<file path="src/rtl/lut_mac_pkg.sv">
// Shared definitions for the multiply-accumulate path: FSM state encoding,
// default accumulator/counter widths and the product width shared with the
// multiplier wrapper.
package lut_mac_pkg;

    localparam int PROD_W    = 32;
    localparam int ACC_W_DEF = 40;
    localparam int CNT_W_DEF = 8;

    typedef enum logic [1:0] {
        IDLE  = 2'd0,
        ACCUM = 2'd1,
        DONE  = 2'd2
    } state_t;

endpackage

</file>
<file path="src/rtl/lut_mac_sat_adder.sv">
// Accumulator adder: ACC_W-bit running sum plus 32-bit unsigned product,
// computed one bit wider to expose the carry. With LUT_MAC_SATURATE_EN
// defined the sum clamps to all-ones on carry; otherwise it wraps.
// A clamped accumulator stays clamped: any further nonzero product carries
// again and a zero product leaves all-ones unchanged.
module lut_mac_sat_adder
    import lut_mac_pkg::*;
#(
    parameter int ACC_W = ACC_W_DEF
) (
    input  logic [ACC_W-1:0]  a,
    input  logic [PROD_W-1:0] b,
    output logic [ACC_W-1:0]  sum,
    output logic              carry
);

    logic [ACC_W:0] wide;

    assign wide  = {1'b0, a} + {{(ACC_W + 1 - PROD_W){1'b0}}, b};
    assign carry = wide[ACC_W];

`ifdef LUT_MAC_SATURATE_EN
    assign sum = carry ? {ACC_W{1'b1}} : wide[ACC_W-1:0];
`else
    assign sum = wide[ACC_W-1:0];
`endif

endmodule

</file>
<file path="src/rtl/lut_mac_accumulator.sv">
// Streaming accumulator behind lut_multiplier_16b. Sums products of a group
// terminated by in_last and holds total, term count and sticky overflow on
// the output handshake until consumed. in_ready/out_valid decode from the
// state register only, so no combinational path crosses the block.
// Optional build macro: LUT_MAC_SATURATE_EN (clamp instead of wrap).
module lut_mac_accumulator
    import lut_mac_pkg::*;
#(
    parameter int ACC_W = ACC_W_DEF,
    parameter int CNT_W = CNT_W_DEF
) (
    input  logic              clk,
    input  logic              reset,
    input  logic [PROD_W-1:0] prod,
    input  logic              in_valid,
    input  logic              in_last,
    output logic              in_ready,
    output logic [ACC_W-1:0]  acc,
    output logic [CNT_W-1:0]  acc_count,
    output logic              overflow,
    output logic              out_valid,
    input  logic              out_ready
);

    state_t            state_reg, state_next;
    logic [ACC_W-1:0]  acc_reg, acc_next;
    logic [CNT_W-1:0]  cnt_reg, cnt_next;
    logic              ovf_reg, ovf_next;

    logic              accept;
    logic              consume;
    logic [ACC_W-1:0]  add_a;
    logic [ACC_W-1:0]  add_sum;
    logic              add_carry;

    assign in_ready  = (state_reg != DONE);
    assign out_valid = (state_reg == DONE);
    assign accept    = in_valid && in_ready;
    assign consume   = out_valid && out_ready;

    assign acc       = acc_reg;
    assign acc_count = cnt_reg;
    assign overflow  = ovf_reg;

    // The first beat of a group loads the product, so the adder sees zero.
    assign add_a = (state_reg == IDLE) ? {ACC_W{1'b0}} : acc_reg;

    lut_mac_sat_adder #(
        .ACC_W (ACC_W)
    ) u_adder (
        .a     (add_a),
        .b     (prod),
        .sum   (add_sum),
        .carry (add_carry)
    );

    // State and datapath registers; reset discards any partial group.
    always_ff @(posedge clk or negedge reset) begin
        if (!reset) begin
            state_reg <= IDLE;
            acc_reg   <= '0;
            cnt_reg   <= '0;
            ovf_reg   <= 1'b0;
        end else begin
            state_reg <= state_next;
            acc_reg   <= acc_next;
            cnt_reg   <= cnt_next;
            ovf_reg   <= ovf_next;
        end
    end

    // Next-state and datapath update; everything holds unless a beat is
    // accepted or a result is consumed.
    always_comb begin
        state_next = state_reg;
        acc_next   = acc_reg;
        cnt_next   = cnt_reg;
        ovf_next   = ovf_reg;
        case (state_reg)
            IDLE: begin
                if (accept) begin
                    acc_next   = add_sum;
                    cnt_next   = CNT_W'(1);
                    ovf_next   = add_carry;
                    state_next = in_last ? DONE : ACCUM;
                end
            end
            ACCUM: begin
                if (accept) begin
                    acc_next = add_sum;
                    cnt_next = (cnt_reg == {CNT_W{1'b1}}) ? cnt_reg
                                                          : cnt_reg + CNT_W'(1);
                    ovf_next = ovf_reg | add_carry;
                    if (in_last) begin
                        state_next = DONE;
                    end
                end
            end
            DONE: begin
                if (consume) begin
                    acc_next   = '0;
                    cnt_next   = '0;
                    ovf_next   = 1'b0;
                    state_next = IDLE;
                end
            end
            default: begin
                state_next = IDLE;
            end
        endcase
    end

endmodule

</file>
<file path="config.mk">
export PLATFORM = sky130hd
export DESIGN_NAME = lut_mac_accumulator
export DESIGN_NICKNAME = d
export VERILOG_FILES = /design/src/rtl/lut_mac_pkg.sv /design/src/rtl/lut_mac_sat_adder.sv /design/src/rtl/lut_mac_accumulator.sv
export SDC_FILE = /design/constraint.sdc
export NUM_CORES = 1
export LEC_CHECK = 0
export BUFFER_PORTS_ARGS = -buffer_cell sky130_fd_sc_hd__buf_2
export CORE_MARGIN = 2
export CORE_UTILIZATION = 35
export CTS_CLUSTER_DIAMETER = 40
export DETAILED_ROUTE_END_ITERATION = 6
export HOLD_SLACK_MARGIN = 0.03
export PLACE_DENSITY = 0.6
export SYNTH_ARGS = -nofsm -noshare
export SYNTH_HDL_FRONTEND = slang
export SYNTH_HIERARCHICAL = 1
export SYNTH_SLANG_ARGS = --single-unit
</file>
<file path="constraint.sdc">
create_clock -name clk -period 3.3 [get_ports clk]
set_input_delay 0.165 -clock clk [delete_from_list [all_inputs] [get_ports clk]]
set_output_delay 0.165 -clock clk [all_outputs]
set_load 0.05 [all_outputs]
</file>
==> impl_metrics.py, run 1 <==
metrics = {
    "timing": {
        "worstMarginPinSlew_ns": 0.642,
        "post-route-period-util_pct": 94.8,
        "hold_violations": 0,
        "max_clock_freq_mhz": 320,
        "finalSetupViolCount": 0,
        "skew_ns": 0.00382,
        "holdWs_ns": 0.144,
        "fin_tns_setup_ns": 0,
        "final_max_slew_viol_count": 0,
        "min_period_ns": 3.13,
        "relSlewSlack_pct": 57.1,
    },
    "setup_path": {
        "path_cells": "inv_1, ha_2, buf_12, nor2b_1, ha_2, a21oi_2, o21ai_0, a221o_1, o211ai_1, nand2_1, o311ai_1, nand2_1, o21ai_0",
        "worstPathMaxFanout": 23,
        "slowest_delay_ns": 0.40,
        "startpoint_type": "flip-flop",
        "required_ns": 3.53,
        "worstPathArrival_ns": 3.36,
        "critPathCaptureType": "flip-flop",
        "slowest_stage": "dfrtp_1",
        "cp_num_buf_inv": 2,
        "crit_family": "compound AO/OA/AOI/OAI gates",
        "critPathKind": "flip-flop to flip-flop",
    },
    "die": {
        "die_h_um": 123,
        "die_area_um2": 15100,
        "rows": 43,
        "die_w_um": 123,
        "start_util_pct": 35.7,
        "ioPinCount": 88,
        "core_area_um2": 13800,
    },
    "grt": {
        "grt_util_all_layers_pct": 18.5,
        "grt_pass1_wl_um": 22400,
        "grt_pass1_vias": 4480,
        "antenna_found_initial": 0,
        "grt_max_degree": 47,
        "grt-ovfl-total": 0,
    },
    "pwr": {
        "cellPowerDensity_nw_per_um2": 1050,
        "ir_worst_vdd_v": 0.000420,
        "pwr-share-comb_pct": 72.0,
        "power_switching_mw": 3.38,
        "intPower_mw": 2.78,
        "p_leak_nw": 2.76,
        "p_sw_share_pct": 54.8,
        "pwr-share-seq_pct": 16.7,
        "clockPowerShare_pct": 11.3,
    },
    "placed_design": {
        "gp_congestion": 0.879,
        "dp_hpwl_um": 10600,
        "io_buffer_count": 87,
    },
    "status": {
        "outcome": "complete, no violations",
    },
    "finish": {
        "antennaDiodeCount": 0,
        "largest_reg_flops": 40,
        "nFillCells": 1437,
        "layout_commonest_cell": "nand2_1",
        "area_delta_synth_final_pct": 19.1,
        "final_net_count": 791,
        "drive_gt1_share_pct": 21.4,
        "final_cell_mix": "121 x nand2_1, 87 x buf_2, 53 x o21ai_0",
    },
    "clocking": {
        "clkTransAtPathRegs_ns": 0.07,
        "cts_tree": "yes",
        "htree_levels": 2,
        "clock-sinks": 51,
        "cts.path.max_buffers": 2,
        "clock_latency_ns": 0.31,
        "cts_buffers": 5,
        "cts-root-buf": "clkbuf_16",
    },
    "detailed_routing": {
        "routedWlPerCell_um": 15.6,
        "vias_per_cell": 5.40,
        "drcViolationCount": 0,
        "vias": 4848,
        "routed_wl_um": 14000,
        "dr.pass1.iters": 5,
        "drt_iter0_drc": 224,
        "postRouteAntennaNets": 0,
    },
    "logic_synthesis": {
        "yosysUniqueCellTypes": 74,
        "synthDominantCellAreaShare_pct": 25.8,
        "synthFlopType": "dfrtp_1",
        "synth_edf_count": 0,
        "async_flop_share_pct": 100,
        "ys_ff_latch": 51,
        "syn_nets": 716,
        "synth_top_cell_by_area": "dfrtp_1",
        "synth_area_leaders": "dfrtp_1 26%, nand2_1 9.2%, ha_1 9.1%",
        "syn_area_per_cell_um2": 7.69,
        "synth_warnings": 6,
        "synth_area_um2": 4940,
        "yosysSeqAreaShare_pct": 25.8,
        "syn_inst": 642,
    },
    "run": {
        "max-cap-violations": 0,
    },
    "worst_hold_path": {
        "hold_path_class": "primary input to flip-flop",
    },
}
-- through the flow --
stage / instance area (um2) / total power [mW] / setup WS (ns) / util (%) / cells
floorplan: 4940 / 4.37 / 0.348 / - / 642
CTS: 5730 / 6.00 / 0.0801 / 41.4 / 895
global route: 5880 / 6.68 / -0.0222 / 42.5 / 898
finish: 5880 / 6.16 / 0.173 / 42.5 / 898
global placement: 5530 / 5.22 / 0.152 / 40.0 / 886
detailed placement: 5530 / 5.27 / 0.104 / 40.0 / 886
-- Yosys cell counts (all sizes together) (3+ instances only) --
master / instances
a221oi: 3
o21bai: 5
o31ai: 6
dfrtp: 51
ha: 36
a21o: 14
nand3: 13
nor4: 3
o21ai: 64
and3: 7
nand4: 10
o221ai: 3
o311ai: 5
o21a: 12
nor2b: 41
buf: 21
o211a: 4
nand2b: 4
o211ai: 6
nor3: 14
a31oi: 8
o2111ai: 4
nand2: 122
a21oi: 41
or2: 3
xnor2: 19
and4: 3
nor2: 35
nor3b: 3
clkbuf: 15
xor2: 10
o41ai: 5
a211oi: 6
inv: 21
-- worst paths after layout --
kind	from	end	slack [ns]	cells past startpoint
max	state_reg[0]	acc[39]	0.17	13
min	in_last	state_reg[1]	0.14	3
max reg2reg	state_reg[0]	acc[39]	0.17	13
min reg2reg	acc[18]	acc[18]	0.49	2
max in group asynchronous	reset	state_reg[0]	2.10	3
min in group asynchronous	reset	acc[1]	0.39	2
-- layout make-up --
class	count	area [um2]	share of cell area [%]
clock buffers	5	125	2.13
repair buffers	104	596	10.1
well taps	180	225	3.83
clock inverters	3	67.6	1.15
inverters	22	82.6	1.40
multi-input cells	533	3510	59.7
flip-flops and latches	51	1280	21.7
-- power by group through the flow --
stage / sequential, mW / clock (mW) / combinational [mW]
floorplan: 1.71 / 0 / 2.66
global placement: 1.03 / 0 / 4.19
detailed placement: 1.04 / 0 / 4.23
CTS: 1.03 / 0.711 / 4.26
global route: 1.06 / 0.735 / 4.89
finish: 1.03 / 0.697 / 4.44
-- tightest hold or removal path, cell delays in order --
cell and delay, ns:
buf_2 0.10, nand2_1 0.07, o31ai_1 0.07
-- per-layer routing --
layer | routed length (um) | track usage [%]
met5 | 0 | 0
met3 | 577 | 3.02
met4 | 172 | 4.38
met2 | 6350 | 28.9
met1 | 6920 | 26.5
-- logic make-up (layout without fill, tap and decap cells) --
logic type	Yosys count	in the layout	share of synthesized area [%]
flip-flops	51	51	25.8
buffers and inverters	58	134	5.42
adder cells (fa/ha/maj)	37	37	9.53
XOR/XNOR	29	29	5.14
AND/OR/NAND/NOR	268	268	26.6
AO/OA/AOI/OAI	198	198	27.3
multiplexers	1	1	0.203
-- what timing repair did --
action	in CTS	in global routing
endpoints found under the hold margin	22	0
buffers inserted	0	2
hold buffers	1	0
endpoints found under the setup margin	0	15
gates resized for setup	0	26
Power figures use the tool's default switching activity.
==> run 2: changes to the inputs <==
Settings changed: CELL_PAD_IN_SITES_DETAIL_PLACEMENT set to 0, CELL_PAD_IN_SITES_GLOBAL_PLACEMENT set to 1, PLACE_DENSITY 0.6 to 0.76.
==> run 2 against run 1 <==
Fmax grew 1.9%. Setup slack gained 0.057 ns. Routed wire length increased by 0.51%. First-iteration DRC count rose by 47%. Critical path depth did not move. Power is essentially flat. Critical path type unchanged.
==> impl_metrics.py, run 2 (synthesis results as in run 1) <==
metrics = {
    "setup_path": {
        "crit_family": "compound AO/OA/AOI/OAI gates",
        "worstPathArrival_ns": 3.25,
        "reg2reg_depth": 13,
        "slowest_stage": "dfrtp_1",
        "startpoint_type": "flip-flop",
        "worstPathMaxFanout": 18,
        "critPathKind": "flip-flop to flip-flop",
        "critPathCaptureType": "flip-flop",
        "path_depth": 13,
        "path_cells": "inv_1, ha_4, buf_12, nor2b_1, ha_1, a21o_1, a221o_1, o211ai_1, a31oi_2, o2111ai_1, nand3_1, nand2_1, o21ai_0",
        "cp_num_buf_inv": 2,
        "slowest_delay_ns": 0.40,
        "required_ns": 3.48,
    },
    "finish": {
        "antennaDiodeCount": 0,
        "area_delta_synth_final_pct": 18.5,
        "final_net_count": 793,
        "largest_reg_flops": 40,
        "fin_util_pct": 42.3,
        "layout_commonest_cell": "nand2_1",
        "drive_gt1_share_pct": 20.4,
        "final_cell_mix": "121 x nand2_1, 87 x buf_2, 53 x o21ai_0",
    },
    "detailed_routing": {
        "vias_per_cell": 5.26,
        "postRouteAntennaNets": 0,
        "maxUsedRoutingLayer": "met4",
        "routed_wl_um": 14100,
        "drt_iter0_drc": 330,
        "wl_met1_um": 6970,
        "met2_length_um": 6310,
        "routedWlPerCell_um": 15.6,
        "dr.pass1.iters": 5,
        "drcViolationCount": 0,
        "wl_met3_um": 639,
        "vias": 4735,
    },
    "pwr": {
        "cellPowerDensity_nw_per_um2": 1050,
        "ir_worst_vdd_v": 0.000513,
        "p_leak_nw": 2.76,
    },
    "clocking": {
        "cts-root-buf": "clkbuf_16",
        "clock-sinks": 51,
        "htree_levels": 2,
        "cts_tree": "yes",
        "clock_latency_ns": 0.31,
        "clkTransAtPathRegs_ns": 0.08,
        "cts_buffers": 5,
        "cts.path.max_buffers": 2,
    },
    "timing": {
        "worstMarginPinSlew_ns": 0.631,
        "max_clock_freq_mhz": 326,
        "post-route-period-util_pct": 93.0,
        "hold_violations": 0,
        "min_period_ns": 3.07,
        "worst_slack_ns": 0.230,
        "final_max_slew_viol_count": 0,
        "relSlewSlack_pct": 57.8,
        "finalSetupViolCount": 0,
        "rsz0062_at_grt": "yes",
        "skew_ns": 0.00986,
        "fin_tns_setup_ns": 0,
    },
    "grt": {
        "grt_pass1_wl_um": 23000,
        "grt_util_all_layers_pct": 18.9,
        "grt-ovfl-total": 0,
        "antenna_found_initial": 0,
        "grt_max_degree": 43,
        "grt_pass1_vias": 4625,
    },
    "die": {
        "rows": 43,
        "die_area_um2": 15100,
        "ioPinCount": 88,
        "start_util_pct": 35.7,
        "die_h_um": 123,
        "core_area_um2": 13800,
        "die_w_um": 123,
    },
    "placed_design": {
        "preCtsSetupSlack_ns": 0.123,
        "io_buffer_count": 87,
        "gp_congestion": 0.930,
        "dp_hpwl_um": 10600,
    },
    "worst_hold_path": {
        "hold_path_class": "primary input to flip-flop",
        "hold_depth": 3,
    },
    "run": {
        "max-cap-violations": 0,
    },
    "status": {
        "outcome": "complete, no violations",
    },
}
[run 2: changes by cell type in the layout (fill, tap and decap cells not counted), sizes merged]
cell / before / now
buf: 102 / 104
clkbuf: 6 / 7
clkinvlp: 1 / 0
[run 2: final timing paths]
| path | from | to | slack (ns) |
|---|---|---|---|
| worst max-delay path | state_reg[0] | acc[29] | 0.23 |
| worst min-delay path | in_last | state_reg[1] | 0.14 |
| worst max register to register | state_reg[0] | acc[29] | 0.23 |
| worst min register to register | acc[19] | acc[19] | 0.49 |
| max in group asynchronous | reset | acc[23] | 2.10 |
| min in group asynchronous | reset | acc[0] | 0.37 |
[run 2: final cells by class]
type / instances / area (um2)
Clock buffer: 6 / 129
Clock inverter: 2 / 60.1
Fill cell: 1445 / 7970
Inverter: 22 / 82.6
Multi-Input combinational cell: 533 / 3470
Sequential cell: 51 / 1280
Tap cell: 180 / 225
Timing Repair Buffer: 106 / 611
[run 2: repair_timing]
item,CTS,global route
resized for setup,0,17
hold buffers,1,0
setup buffers,0,1
endpoints found under the hold margin,21,0
setup endpoints to repair,0,16
[run 2: where the power goes]
group | total (mW) | switching (mW) | internal (mW)
registers | 1.02 | 0.158 | 0.858
logic | 4.45 | 2.93 | 1.52
clock network | 0.688 | 0.252 | 0.436
total | 6.15 | 3.34 | 2.81
[run 2: worst register-to-register path: stages (launching register included)]
cell and delay [ns]:
dfrtp_1 0.40, inv_1 0.13, ha_4 0.20, buf_12 0.17, nor2b_1 0.08, ha_1 0.38, a21o_1 0.22, a221o_1 0.40
o211ai_1 0.32, a31oi_2 0.19, o2111ai_1 0.23, nand3_1 0.10, nand2_1 0.07, o21ai_0 0.06
[run 2: through the flow]
step | instances | instance area, um2 | total power [mW] | hold slack [ns]
floorplan | 642 | 4940 | 4.37 | -0.131
global placement | 889 | 5550 | 5.26 | 0.186
detailed placement | 889 | 5550 | 5.30 | 0.192
CTS | 898 | 5750 | 6.03 | 0.134
global route | 900 | 5850 | 6.73 | 0.142
finish | 900 | 5850 | 6.15 | 0.144
[run 2: metal layers]
| layer | GRT usage [%] | up-vias |
|---|---|---|
| li1 | - | 2453 |
| met1 | 27.2 | 2171 |
| met2 | 29.2 | 103 |
| met3 | 3.49 | 8 |
| met4 | 4.53 | 0 |
| met5 | 0 | - |
